### config.mk
export PLATFORM = sky130hd
export DESIGN_NAME = store_aligner
export DESIGN_NICKNAME = d
export VERILOG_FILES = /design/src/rtl/store_aligner.sv
export SDC_FILE = /design/constraint.sdc
export NUM_CORES = 1
export LEC_CHECK = 0
export BUFFER_PORTS_ARGS = -buffer_cell sky130_fd_sc_hd__buf_2
export CAP_MARGIN = 20
export CELL_PAD_IN_SITES_DETAIL_PLACEMENT = 1
export CELL_PAD_IN_SITES_GLOBAL_PLACEMENT = 2
export CORE_MARGIN = 3
export CORE_UTILIZATION = 35
export CTS_CLUSTER_DIAMETER = 50
export DETAILED_ROUTE_END_ITERATION = 7
export HOLD_SLACK_MARGIN = 0.03
export PLACE_DENSITY = 0.95
export SYNTH_ARGS = -nofsm -noshare
export SYNTH_HDL_FRONTEND = slang
export SYNTH_SLANG_ARGS = --single-unit
export TNS_END_PERCENT = 30
### constraint.sdc
create_clock -name clk -period 4.9 [get_ports clk]
set_clock_uncertainty 0.15 [all_clocks]
set_input_delay 1.225 -clock clk [delete_from_list [all_inputs] [get_ports clk]]
set_output_delay 1.225 -clock clk [all_outputs]
set_load 0.01 [all_outputs]
### src/rtl/store_aligner.sv
// rtl/store_aligner.sv - store width decode, lane alignment, beat split and memory write handshake
module store_aligner #(
    parameter bit ALLOW_MISALIGNED = 1'b1
) (
    input  logic        clk,
    input  logic        reset,
    input  logic        start,
    input  logic [2:0]  funct3,
    input  logic        amo_store,
    input  logic [31:0] addr,
    input  logic [31:0] wdata,
    output logic        mem_valid,
    input  logic        mem_ready,
    output logic [31:0] mem_addr,
    output logic [31:0] mem_wdata,
    output logic [3:0]  mem_wstrb,
    output logic        busy,
    output logic        done,
    output logic        fault_misaligned,
    output logic        fault_illegal
);

    typedef enum logic [1:0] {
        S_IDLE,
        S_LO,
        S_HI,
        S_FIN
    } state_t;

    state_t      state_q;
    logic        mem_valid_q;
    logic [31:0] mem_addr_q;
    logic [31:0] mem_wdata_q;
    logic [3:0]  mem_wstrb_q;
    logic        busy_q;
    logic        done_q;
    logic        fault_mis_q;
    logic        fault_ill_q;

    // Second beat is computed at request time and parked here until the first beat is accepted.
    logic [31:0] hi_addr_q;
    logic [31:0] hi_wdata_q;
    logic [3:0]  hi_wstrb_q;
    logic        has_hi_q;

    logic [3:0]  req_mask;
    logic        req_illegal;
    logic [1:0]  req_off;
    logic [31:0] req_byte_en;
    logic [7:0]  req_strb;
    logic [63:0] req_data;
    logic        req_has_hi;
    logic        req_misaligned;
    logic [31:0] req_word_addr;
    logic [31:0] req_hi_addr;

    // Decode the live request inputs; only consumed on the cycle start is accepted in IDLE.
    always_comb begin
        req_illegal = 1'b0;
        req_mask    = 4'b1111;
        if (!amo_store) begin
            case (funct3)
                3'b000:  req_mask = 4'b0001;
                3'b001:  req_mask = 4'b0011;
                3'b010:  req_mask = 4'b1111;
                default: begin
                    req_mask    = 4'b0000;
                    req_illegal = 1'b1;
                end
            endcase
        end
        req_off     = addr[1:0];
        req_byte_en = {{8{req_mask[3]}}, {8{req_mask[2]}}, {8{req_mask[1]}}, {8{req_mask[0]}}};
        // Bytes above the store width are cleared before shifting so unstrobed lanes read as zero.
        req_strb    = {4'b0000, req_mask} << req_off;
        req_data    = {32'h0000_0000, wdata & req_byte_en} << {req_off, 3'b000};
        req_has_hi  = |req_strb[7:4];
        // AMO write-backs must be naturally aligned whether or not splitting is enabled.
        if (amo_store) begin
            req_misaligned = (req_off != 2'b00);
        end else begin
            req_misaligned = req_has_hi && !ALLOW_MISALIGNED;
        end
        req_word_addr = {addr[31:2], 2'b00};
        req_hi_addr   = req_word_addr + 32'd4;
    end

    // Control FSM with all bus and status outputs registered.
    always_ff @(posedge clk) begin
        if (reset) begin
            state_q     <= S_IDLE;
            mem_valid_q <= 1'b0;
            mem_addr_q  <= 32'h0000_0000;
            mem_wdata_q <= 32'h0000_0000;
            mem_wstrb_q <= 4'b0000;
            busy_q      <= 1'b0;
            done_q      <= 1'b0;
            fault_mis_q <= 1'b0;
            fault_ill_q <= 1'b0;
            hi_addr_q   <= 32'h0000_0000;
            hi_wdata_q  <= 32'h0000_0000;
            hi_wstrb_q  <= 4'b0000;
            has_hi_q    <= 1'b0;
        end else begin
            case (state_q)
                S_IDLE: begin
                    if (start) begin
                        busy_q <= 1'b1;
                        if (req_illegal) begin
                            fault_ill_q <= 1'b1;
                            done_q      <= 1'b1;
                            state_q     <= S_FIN;
                        end else if (req_misaligned) begin
                            fault_mis_q <= 1'b1;
                            done_q      <= 1'b1;
                            state_q     <= S_FIN;
                        end else begin
                            mem_valid_q <= 1'b1;
                            mem_addr_q  <= req_word_addr;
                            mem_wdata_q <= req_data[31:0];
                            mem_wstrb_q <= req_strb[3:0];
                            hi_addr_q   <= req_hi_addr;
                            hi_wdata_q  <= req_data[63:32];
                            hi_wstrb_q  <= req_strb[7:4];
                            has_hi_q    <= req_has_hi;
                            state_q     <= S_LO;
                        end
                    end
                end
                S_LO: begin
                    if (mem_ready) begin
                        if (has_hi_q) begin
                            mem_addr_q  <= hi_addr_q;
                            mem_wdata_q <= hi_wdata_q;
                            mem_wstrb_q <= hi_wstrb_q;
                            state_q     <= S_HI;
                        end else begin
                            mem_valid_q <= 1'b0;
                            done_q      <= 1'b1;
                            state_q     <= S_FIN;
                        end
                    end
                end
                S_HI: begin
                    if (mem_ready) begin
                        mem_valid_q <= 1'b0;
                        done_q      <= 1'b1;
                        state_q     <= S_FIN;
                    end
                end
                S_FIN: begin
                    done_q      <= 1'b0;
                    fault_mis_q <= 1'b0;
                    fault_ill_q <= 1'b0;
                    busy_q      <= 1'b0;
                    state_q     <= S_IDLE;
                end
                default: begin
                    state_q <= S_IDLE;
                end
            endcase
        end
    end

    assign mem_valid        = mem_valid_q;
    assign mem_addr         = mem_addr_q;
    assign mem_wdata        = mem_wdata_q;
    assign mem_wstrb        = mem_wstrb_q;
    assign busy             = busy_q;
    assign done             = done_q;
    assign fault_misaligned = fault_mis_q;
    assign fault_illegal    = fault_ill_q;

endmodule

=== Yosys cells after proc, flatten, opt, wreduce, memory -nomap -nowiden ===
Index checks and enable logic that the tools add are counted.

* Bits in registers: 144
* Bits in latches: 0
* RAM bits: 0
* ROM bits: 0
* Output and inout port bits: 73
* Memories: 0

* Add/subtract/negate cells: 1
* Multiply operators: 0
* Div/mod/pow operators: 0
* Magnitude comparators: 0
* Equal/unequal tests: 15
* Shifts and indexed selects: 2
* Mux-type cells: 52
* Bitwise operators: 3
* Reduce and logical (&&, ||, !) cells: 16

{| class="wikitable"
|+ Operators with widths
! cell !! count
|-
| $mux 32 || 10
|-
| $pmux 32 s2 || 2
|-
| $shl 32x5->64 || 1
|-
| $add 32x3->32 const B || 1
|-
| $and 32x32->32 || 1
|-
| $mux 4 || 6
|-
| $mux 1 || 21
|-
| $ne 2x2->1 const B || 9
|-
| $pmux 4 s3 || 1
|-
| $mux 2 || 5
|-
| $pmux 2 s4 || 1
|-
| $pmux 4 s2 || 1
|-
| $reduce_and 4->1 || 2
|-
| $shl 4x2->8 || 1
|-
| $reduce_and 7->1 || 1
|-
| $pmux 1 s2 || 3
|-
| $reduce_and 3->1 || 2
|-
| $reduce_and 6->1 || 1
|-
| $reduce_bool 2->1 || 3
|-
| $reduce_and 5->1 || 1
|-
| $eq 2x2->1 const B || 2
|-
| $pmux 1 s4 || 1
|-
| $reduce_or 4->1 || 1
|-
| $eq 3x1->1 const B || 1
|-
| 10 further kinds || 11
|}

=== Longest topological paths before layout ===
Gate-level depths: netlist of the first run.

* Depth after elaboration: 9
* Depth in mapped cells: 10
* Mapped depth without buffers: 7

=== Worst setup path before layout of the first run ===
Ideal clock, no wire load.

* Path type: input to register
* Start point: in funct3[1]
* End point: reg mem_wdata_q[1] (netlist: mem_wdata[1])
* Data arrival time: 2.655 ns
* Data required time: 4.618 ns
* Path slack: 1.963 ns
* Stages: 8
* Path through: buf_2 -> a211oi_4 -> nor2_2 -> a211o_1 -> buf_2 -> buf_2 -> a221oi_1 -> nor3_1

* Longest elaborated chain between the ends: 9

{| class="wikitable"
|+ Ends and longest elaborated chain
! what !! RTL line !! RTL
|-
| from (decl) || 8 || <nowiki>input logic [2:0] funct3,</nowiki>
|-
| $eq 3x2->1, or another cell as far along || 62 || <nowiki>case (funct3)</nowiki>
|-
| $pmux 4 s3 || 62 ||
|-
| $mux 4 || 61 || <nowiki>if (!amo_store) begin</nowiki>
|-
| $and 32x32->32 || 76 || <nowiki>req_data = {32'h0000_0000, wdata & req_byte_en} << {req_off, 3'b000};</nowiki>
|-
| $shl 32x5->64 || 76 ||
|-
| $mux 32 || 113 || <nowiki>end else if (req_misaligned) begin</nowiki>
|-
| $mux 32 || 109 || <nowiki>if (req_illegal) begin</nowiki>
|-
| $mux 32 || 107 || <nowiki>if (start) begin</nowiki>
|-
| $pmux 32 s2 || 105 || <nowiki>case (state_q)</nowiki>
|-
| to (signal assigned) || 120 || <nowiki>mem_wdata_q <= req_data[31:0];</nowiki>
|-
| to (signal assigned) || 134 || <nowiki>mem_wdata_q <= hi_wdata_q;</nowiki>
|-
| to (decl) || 33 || <nowiki>logic [31:0] mem_wdata_q;</nowiki>
|}

Parallel ways exist; a longest one is shown, timed or not. The select of a mux whose other input is x is not followed.
A chain may end at the register's enable or synchronous reset.

=== Final worst setup path of the first run ===
* Start point: in addr[0]
* End point: reg mem_wdata_q[23] (netlist: mem_wdata[23])

* Longest elaborated chain between the ends: 5

{| class="wikitable"
|+ Ends and longest elaborated chain
! what !! RTL line !! RTL
|-
| from (decl) || 10 || <nowiki>input logic [31:0] addr,</nowiki>
|-
| $shl 32x5->64 || 76 ||
|-
| $mux 32 || 113 ||
|-
| $mux 32 || 109 ||
|-
| $mux 32 || 107 ||
|-
| $pmux 32 s2 || 105 ||
|}

Parallel ways exist; a longest one is shown, timed or not. The select of a mux whose other input is x is not followed.

==> results of run 1 <==
==> metrics by stage <==
| stage | instance area [sq um] | instances | util, % | hold slack (ps) | total power [mW] |
|---|---|---|---|---|---|
| after global routing | 7844 | 1074 | 43.52 | 326.4 | 4.622 |
| after floorplan | 6464 | 728 | - | 286.0 | 2.572 |
| final | 7844 | 1074 | 43.52 | 307.8 | 4.322 |
| after CTS | 7844 | 1074 | 43.52 | 310.2 | 4.366 |
| after detailed placement | 7267 | 1044 | 40.32 | 302.8 | 3.101 |
| after global placement | 7267 | 1044 | 40.32 | 296.9 | 3.053 |
==> layer usage <==
layer / part of all wire (%) / wire length [um]
met5: 0 / 0
met4: 2.1 / 421
met3: 5.2 / 1068
met2: 48 / 9819
met1: 45 / 9225
==> Yosys cell counts, types with 2 or more instances <==
master     count  area (sq um)
dfxtp_1      131          2623
nor2_1       120         450.4
a211oi_1      81         608.1
a21oi_1       39         195.2
clkbuf_1      31         116.4
mux2i_1       31         310.3
a221oi_1      24         210.2
xor2_1        23         201.4
buf_2         22         110.1
nand2_1       21         78.83
o21ai_0       20         100.1
nor3_1        19         95.09
a22oi_1       17         127.6
nand3_1       13         65.06
nand4_1       10         62.56
a22o_1         9         78.83
inv_1          9         33.78
a32oi_1        8         70.07
and4b_1        8         80.08
mux2_2         8         90.09
o2bb2ai_1      7         61.31
and3_1         6         37.54
ha_1           6         75.07
xnor2_1        6         52.55
buf_1          5         18.77
nor2b_1        5         31.28
nor4_2         4         50.05
buf_4          3         22.52
nand2b_1       3         18.77
o21a_1         3         22.52
a211o_1        2         17.52
a211oi_4       2         40.04
a21bo_2        2         20.02
a21boi_0       2         15.01
nor3b_1        2         15.01
==> layout by cell type, fill, tap and decap left out, types with 3 or more instances in the layout <==
master	synthesis	layout
a22oi_1	17	17
nand2_1	21	21
ha_1	6	5
dfxtp_1	131	131
nor4_2	4	4
clkbuf_8	0	3
o21ai_0	20	20
nand2b_1	3	3
buf_2	22	141
inv_1	9	9
a211oi_1	81	81
and4b_1	8	8
a221oi_1	24	24
nand3_1	13	13
xnor2_1	6	6
mux2_2	8	8
o2bb2ai_1	7	7
buf_4	3	6
a22o_1	9	9
xor2_1	23	23
clkbuf_16	0	17
a32oi_1	8	8
and3_1	6	6
clkinv_2	0	3
a21oi_1	39	39
clkinvlp_4	0	3
nor2b_1	5	5
nor3_1	19	19
nand4_1	10	10
nor2_1	120	120
mux2i_1	31	31
==> area by class of cell <==
class / instances / area share (%)
sequential: 131 / 33.43
clock buffer: 21 / 5.998
multi-input combinational: 527 / 45.30
tap: 229 / 3.653
clock inverter: 9 / 1.356
timing repair buffer: 148 / 9.826
inverter: 9 / 0.4307
==> state kept, by name (all words and copies together), names as in the netlist, 2 cells and up <==
name / count
state_q: 2
mem_wdata: 32
hi_wstrb_q: 3
mem_wstrb: 4
mem_addr: 30
hi_addr_q: 30
hi_wdata_q: 24
==> logic make-up (layout without fill, tap and decap cells) <==
family,Yosys count,in the layout
adders and majority gates,6,6
AOI/OAI and AO/OA,226,226
muxes,39,39
DFF,131,131
and+or+nand+nor,225,225
buffers and inverters,70,187
xor gates and xnor gates,29,29
other,1,2
==> power by group <==
| part | switching, mW | internal (mW) | leakage [nW] | total (mW) |
|---|---|---|---|---|
| clock | 0.475 | 0.781 | 0.277 | 1.26 |
| sequential | 0.141 | 1.32 | 1.07 | 1.46 |
| combinational | 0.989 | 0.618 | 1.65 | 1.61 |
==> worst min-delay path, cell delays in order, from the launching register on <==
cell and delay (ps):
dfxtp_1 310, nand2_1 50, a21oi_1 50
==> worst max-delay path by stage <==
stage,cells past startpoint,slack [ps],to
3_3_place_gp,6,1380,hi_addr_q[28]
3_5_place_dp,6,1260,mem_wdata[23]
5_1_grt,6,1460,mem_wdata[23]
4_1_cts,6,1650,mem_wdata[23]
6_report,6,1670,mem_wdata[23]
2_1_floorplan,8,1960,mem_wdata[1]
==> results_dict.tcl, run 1 <==
set metrics [dict create \
    status "completed" \
    grtUsageMet2_pct 33.37 \
    postCtsSetupRepairBufs 0 \
    worstSetupStartpointType "input port" \
    multi_input_area_sq_mm 0.003553 \
    ys_async_sr_fraction_pct 0 \
    fin_crit_sh_pct 65.87 \
    grt.busiest_layer "met2" \
    period_minus_slack_ps 3228 \
    synthMuxAreaShare_pct 6.198 \
    routabilityCongestion 0.8261 \
    clockRootBuffer "clkbuf_16" \
    worst_slew_pin_slew_ps 1043 \
    htree_levels 4 \
    cap_viol_max_count 0 \
    ant_nets 0 \
    netlist_instances 727 \
    antenna_found_initial 0 \
    worstSetupPathType "input port to register" \
    ir_worst_vdd_uv 286.8 \
    cp.arrival_ps 3390 \
    clock_sinks 131 \
    path_max_fanout 28 \
    rows 49 \
    grt_pass1_wl_um 32590 \
    tritoncts "yes" \
    setup_viol 0 \
    critical_path.startpoint "addr[0]" \
    post_cts_resized 0 \
    cp_slowest_cell "a211o_1" \
    grt_max_degree 81 \
    grt-ovfl-total 0 \
    rsz0062_at_grt "false" \
    fin_nets 912 \
    post_drt_via_cell_ratio 5.626 \
    numCtsBuffers 17 \
    drt_first_iter_violations 335 \
    hold_depth 2 \
    grtUsageMet1_pct 26.47 \
    hold_buffers 0 \
    syn_area_sq_mm 0.006460 \
    die_w_um 141.9 \
    clk_path_buf_depth 2 \
    yosys.area_share.simple_pct 17.61 \
    ys_warn_count 0 \
    clk_pin_slew_ps 60 \
    setup_slack_ps 1672 \
    port_buffers 142 \
    power_density_mw_per_mm2 550.9 \
    worstSkewPairLatency_ps 420 \
    ys.flop_type "dfxtp_1" \
    register_area_sq_mm 0.002623 \
    num-fill-cells 2158 \
    die-height_um 141.9 \
    antenna_cells 0 \
    p_leak_nw 2.992 \
    hp-start "hi_addr_q[3]" \
    maxSlewViolCount 0 \
    area_growth_pct 21.42 \
    start_util_pct 35.84 \
    via_count 6042 \
    pre_cts_ws_ps 1256 \
    avgRoutedWirePerCell_um 19.12 \
    core_area_sq_mm 0.01802 \
    synth-adder-area-share_pct 1.162 \
    hold_viol_final 0 \
    cp_top_family "compound AO/OA/AOI/OAI gates" \
    synth-compound-area-share_pct 25.78 \
    r2r_cells 7 \
    crit-reg2reg-launch "state_q[0]" \
    gr-usage-met3_pct 4.415 \
    path_cells "buf_2 > nor3b_2 > nor2_2 > a211o_1 > a221oi_1 > a211oi_1" \
    fp.dieArea_sq_mm 0.02012 \
    synthXorXnorAreaFrac_pct 3.932 \
    path_buf_inv 1 \
    synth_top_family_by_area "compound AO/OA/AOI/OAI gates" \
    drt_wl_total_um 20540 \
    hpwl_um 14420 \
    firstDrtPassIters 4 \
    max_slew_margin_pct 29.87 \
    worstPathRequired_ps 5070 \
    drive_gt1_share_pct 24.26 \
    grt_use_total_pct 20.26 \
    synth_edf_count 0 \
    hold_end "hi_addr_q[3]" \
    synth.distinct_cells 60 \
    reg2reg_setup_slack_ps 1920 \
    crit_path_end_kind "register" \
    drc 0 \
    synth-seq-cells 131 \
    ioPinCount 145 \
    fin_tns_setup_ps 0 \
    hold_class "register to register" \
    grt_pass1_vias 6004 \
    max_freq_ghz 0.3098 \
    timing.rr.end "mem_wdata[23]" \
    synth_seq_area_share_pct 40.60 \
    max_stage_delay_ps 820 \
    syn_area_per_cell_sq_um 8.886 \
]
(Power assumes the default switching activity.)
==> run 2, diff against run 1 <==
--- a/config.mk
+++ b/config.mk
@@ -10,11 +10,11 @@
 export CELL_PAD_IN_SITES_DETAIL_PLACEMENT = 1
 export CELL_PAD_IN_SITES_GLOBAL_PLACEMENT = 2
 export CORE_MARGIN = 3
-export CORE_UTILIZATION = 35
+export CORE_UTILIZATION = 32
 export CTS_CLUSTER_DIAMETER = 50
 export DETAILED_ROUTE_END_ITERATION = 7
 export HOLD_SLACK_MARGIN = 0.03
-export PLACE_DENSITY = 0.95
+export PLACE_DENSITY = 0.9
 export SYNTH_ARGS = -nofsm -noshare
 export SYNTH_HDL_FRONTEND = slang
 export SYNTH_SLANG_ARGS = --single-unit
==> constraint.sdc (replaced) <==
create_clock -name clk -period 3 [get_ports clk]
set_clock_uncertainty 0.15 [all_clocks]
set_input_delay 0.75 -clock clk [delete_from_list [all_inputs] [get_ports clk]]
set_output_delay 0.75 -clock clk [all_outputs]
set_load 0.01 [all_outputs]
==> run 2 against run 1 <==
Sequential cell count did not move. Setup slack lost 1300 ps. Via count rose by 2.1%. Cell area rose by 2.8%. Critical path depth up 2. Power grew 68%. Global-route usage shrank 1.5 points. Clock-buffer cell count decreased by 2. Hold slack better by 2.1 ps. Routed wire length rose by 0.92%. Final cell count is 4.8% higher. Critical endpoint is now mem_wdata[26].
==> results_dict.tcl, run 2 (synthesis results as in run 1) <==
set metrics [dict create \
    drt_first_iter_violations 410 \
    power_density_mw_per_mm2 902.9 \
    tritoncts "yes" \
    period_minus_slack_ps 2635 \
    drc 0 \
    cp_slowest_cell "nor2_1" \
    max_slew_margin_pct 32.70 \
    rsz0062_at_grt "false" \
    pre_cts_ws_ps 162.2 \
    setup_slack_ps 365.5 \
    crit-reg2reg-launch "state_q[0]" \
    fp.dieArea_sq_mm 0.02193 \
    status "completed" \
    hpwl_um 14790 \
    fin_crit_sh_pct 87.82 \
    clk_path_buf_depth 2 \
    final_common_cell "buf_2" \
    hold_class "register to register" \
    htree_levels 4 \
    worstSetupPathType "register to register" \
    die-height_um 148.1 \
    timing.rr.end "mem_wdata[26]" \
    clk_pin_slew_ps 60 \
    hold_buffers 0 \
    drt_wl_total_um 20720 \
    area_growth_pct 24.85 \
    clock_sinks 131 \
    core_area_sq_mm 0.01965 \
    hold_depth 2 \
    largest_register_ff_count 32 \
    grt_max_degree 82 \
    r2r_cells 8 \
    die_w_um 148.1 \
    clockRootBuffer "clkbuf_16" \
    worstSkewPairLatency_ps 430 \
    rows 51 \
    hold_end "hi_addr_q[3]" \
    antenna_found_initial 0 \
    hold_slack_ps 309.9 \
    antenna_cells 0 \
    postCtsSetupRepairBufs 0 \
    crit_path_end_kind "register" \
    fin_nets 926 \
    reg2reg_setup_slack_ps 370 \
    path_max_fanout 81 \
    final_cell_count_no_fill 1126 \
    max_freq_ghz 0.3796 \
    avgRoutedWirePerCell_um 18.40 \
    register_area_sq_mm 0.002623 \
    fin_tns_setup_ps 0 \
    numCtsBuffers 17 \
    post_cts_resized 0 \
    ioPinCount 145 \
    setup_viol 0 \
    port_buffers 142 \
    num-fill-cells 2354 \
    start_util_pct 32.87 \
    grt_pass1_wl_um 32910 \
    path_cells "inv_1 > ha_1 > nor2b_1 > a31oi_1 > a211oi_4 > buf_12 > nor2_1 > o2bb2ai_1" \
    multi_input_area_sq_mm 0.003553 \
    ir_worst_vdd_uv 509.5 \
    dp_cells 1093 \
    grt_pass1_vias 6112 \
    maxSlewViolCount 0 \
    via_count 6167 \
    max_stage_delay_ps 480 \
    ant_nets 0 \
    grt-ovfl-total 0 \
    worst_slew_pin_slew_ps 1001 \
    hold_viol_final 0 \
    firstDrtPassIters 5 \
    p_leak_nw 3.090 \
    worstSetupStartpointType "register" \
    routabilityCongestion 0.8392 \
    utilization_pct 41.04 \
    grt_use_total_pct 18.76 \
    hp-start "hi_addr_q[3]" \
    cap_viol_max_count 0 \
    most-common-layout-cells "141 x buf_2, 131 x dfxtp_1, 120 x nor2_1" \
    post_drt_via_cell_ratio 5.477 \
    cp.arrival_ps 2830 \
    drive_gt1_share_pct 25.78 \
    worstPathRequired_ps 3190 \
]
[run 2: final cells by class]
| type | count | share of cell area [%] |
|---|---|---|
| clock buffers | 19 | 5.616 |
| clock inverters | 13 | 2.110 |
| inverters | 9 | 0.4189 |
| multi-input cells | 527 | 44.06 |
| flip-flops and latches | 131 | 32.52 |
| well taps | 265 | 4.111 |
| repair buffers | 162 | 11.17 |
[run 2: power by group]
part	internal, mW	switching (mW)	leakage (nW)
registers	2.15	0.220	1.07
clock network	1.37	0.842	0.298
logic	1.07	1.64	1.72
[run 2: how the worst max path moves through the flow]
| stage | from | to | depth (start not counted) |
|---|---|---|---|
| after floorplan | funct3[1] | mem_wdata[1] | 8 |
| after global placement | funct3[1] | hi_wdata_q[15] | 6 |
| after detailed placement | funct3[1] | hi_wdata_q[8] | 6 |
| after CTS | state_q[0] | mem_wdata[26] | 8 |
| after global routing | state_q[1] | hi_wdata_q[11] | 6 |
| final | state_q[0] | mem_wdata[26] | 8 |
[run 2: through the flow]
step	power, mW	cell area [sq um]
after global routing	7.779	8065
after CTS	7.376	8058
final	7.282	8065
after floorplan	4.200	6464
after global placement	5.078	7435
after detailed placement	5.140	7435
[run 2: critical path: cells and delay by family, from the launching register on]
kind                       cells  cell delay [ps]
adders and majority gates      1              370
DFF                            1              410
AOI/OAI and AO/OA              3              560
and+or+nand+nor                2              680
buffers and inverters          2              360
[run 2: metal layers]
metal  vias to the layer above  routed length (um)  part of all wire [%]  track usage [%]
met4                         0                 388                   1.9            6.328
met2                       185                9895                    48            30.40
li1                       2958                   -                     -                -
met5                         -                   0                     0                0
met3                        31                1232                   5.9            4.784
met1                      2993                9207                    44            24.48
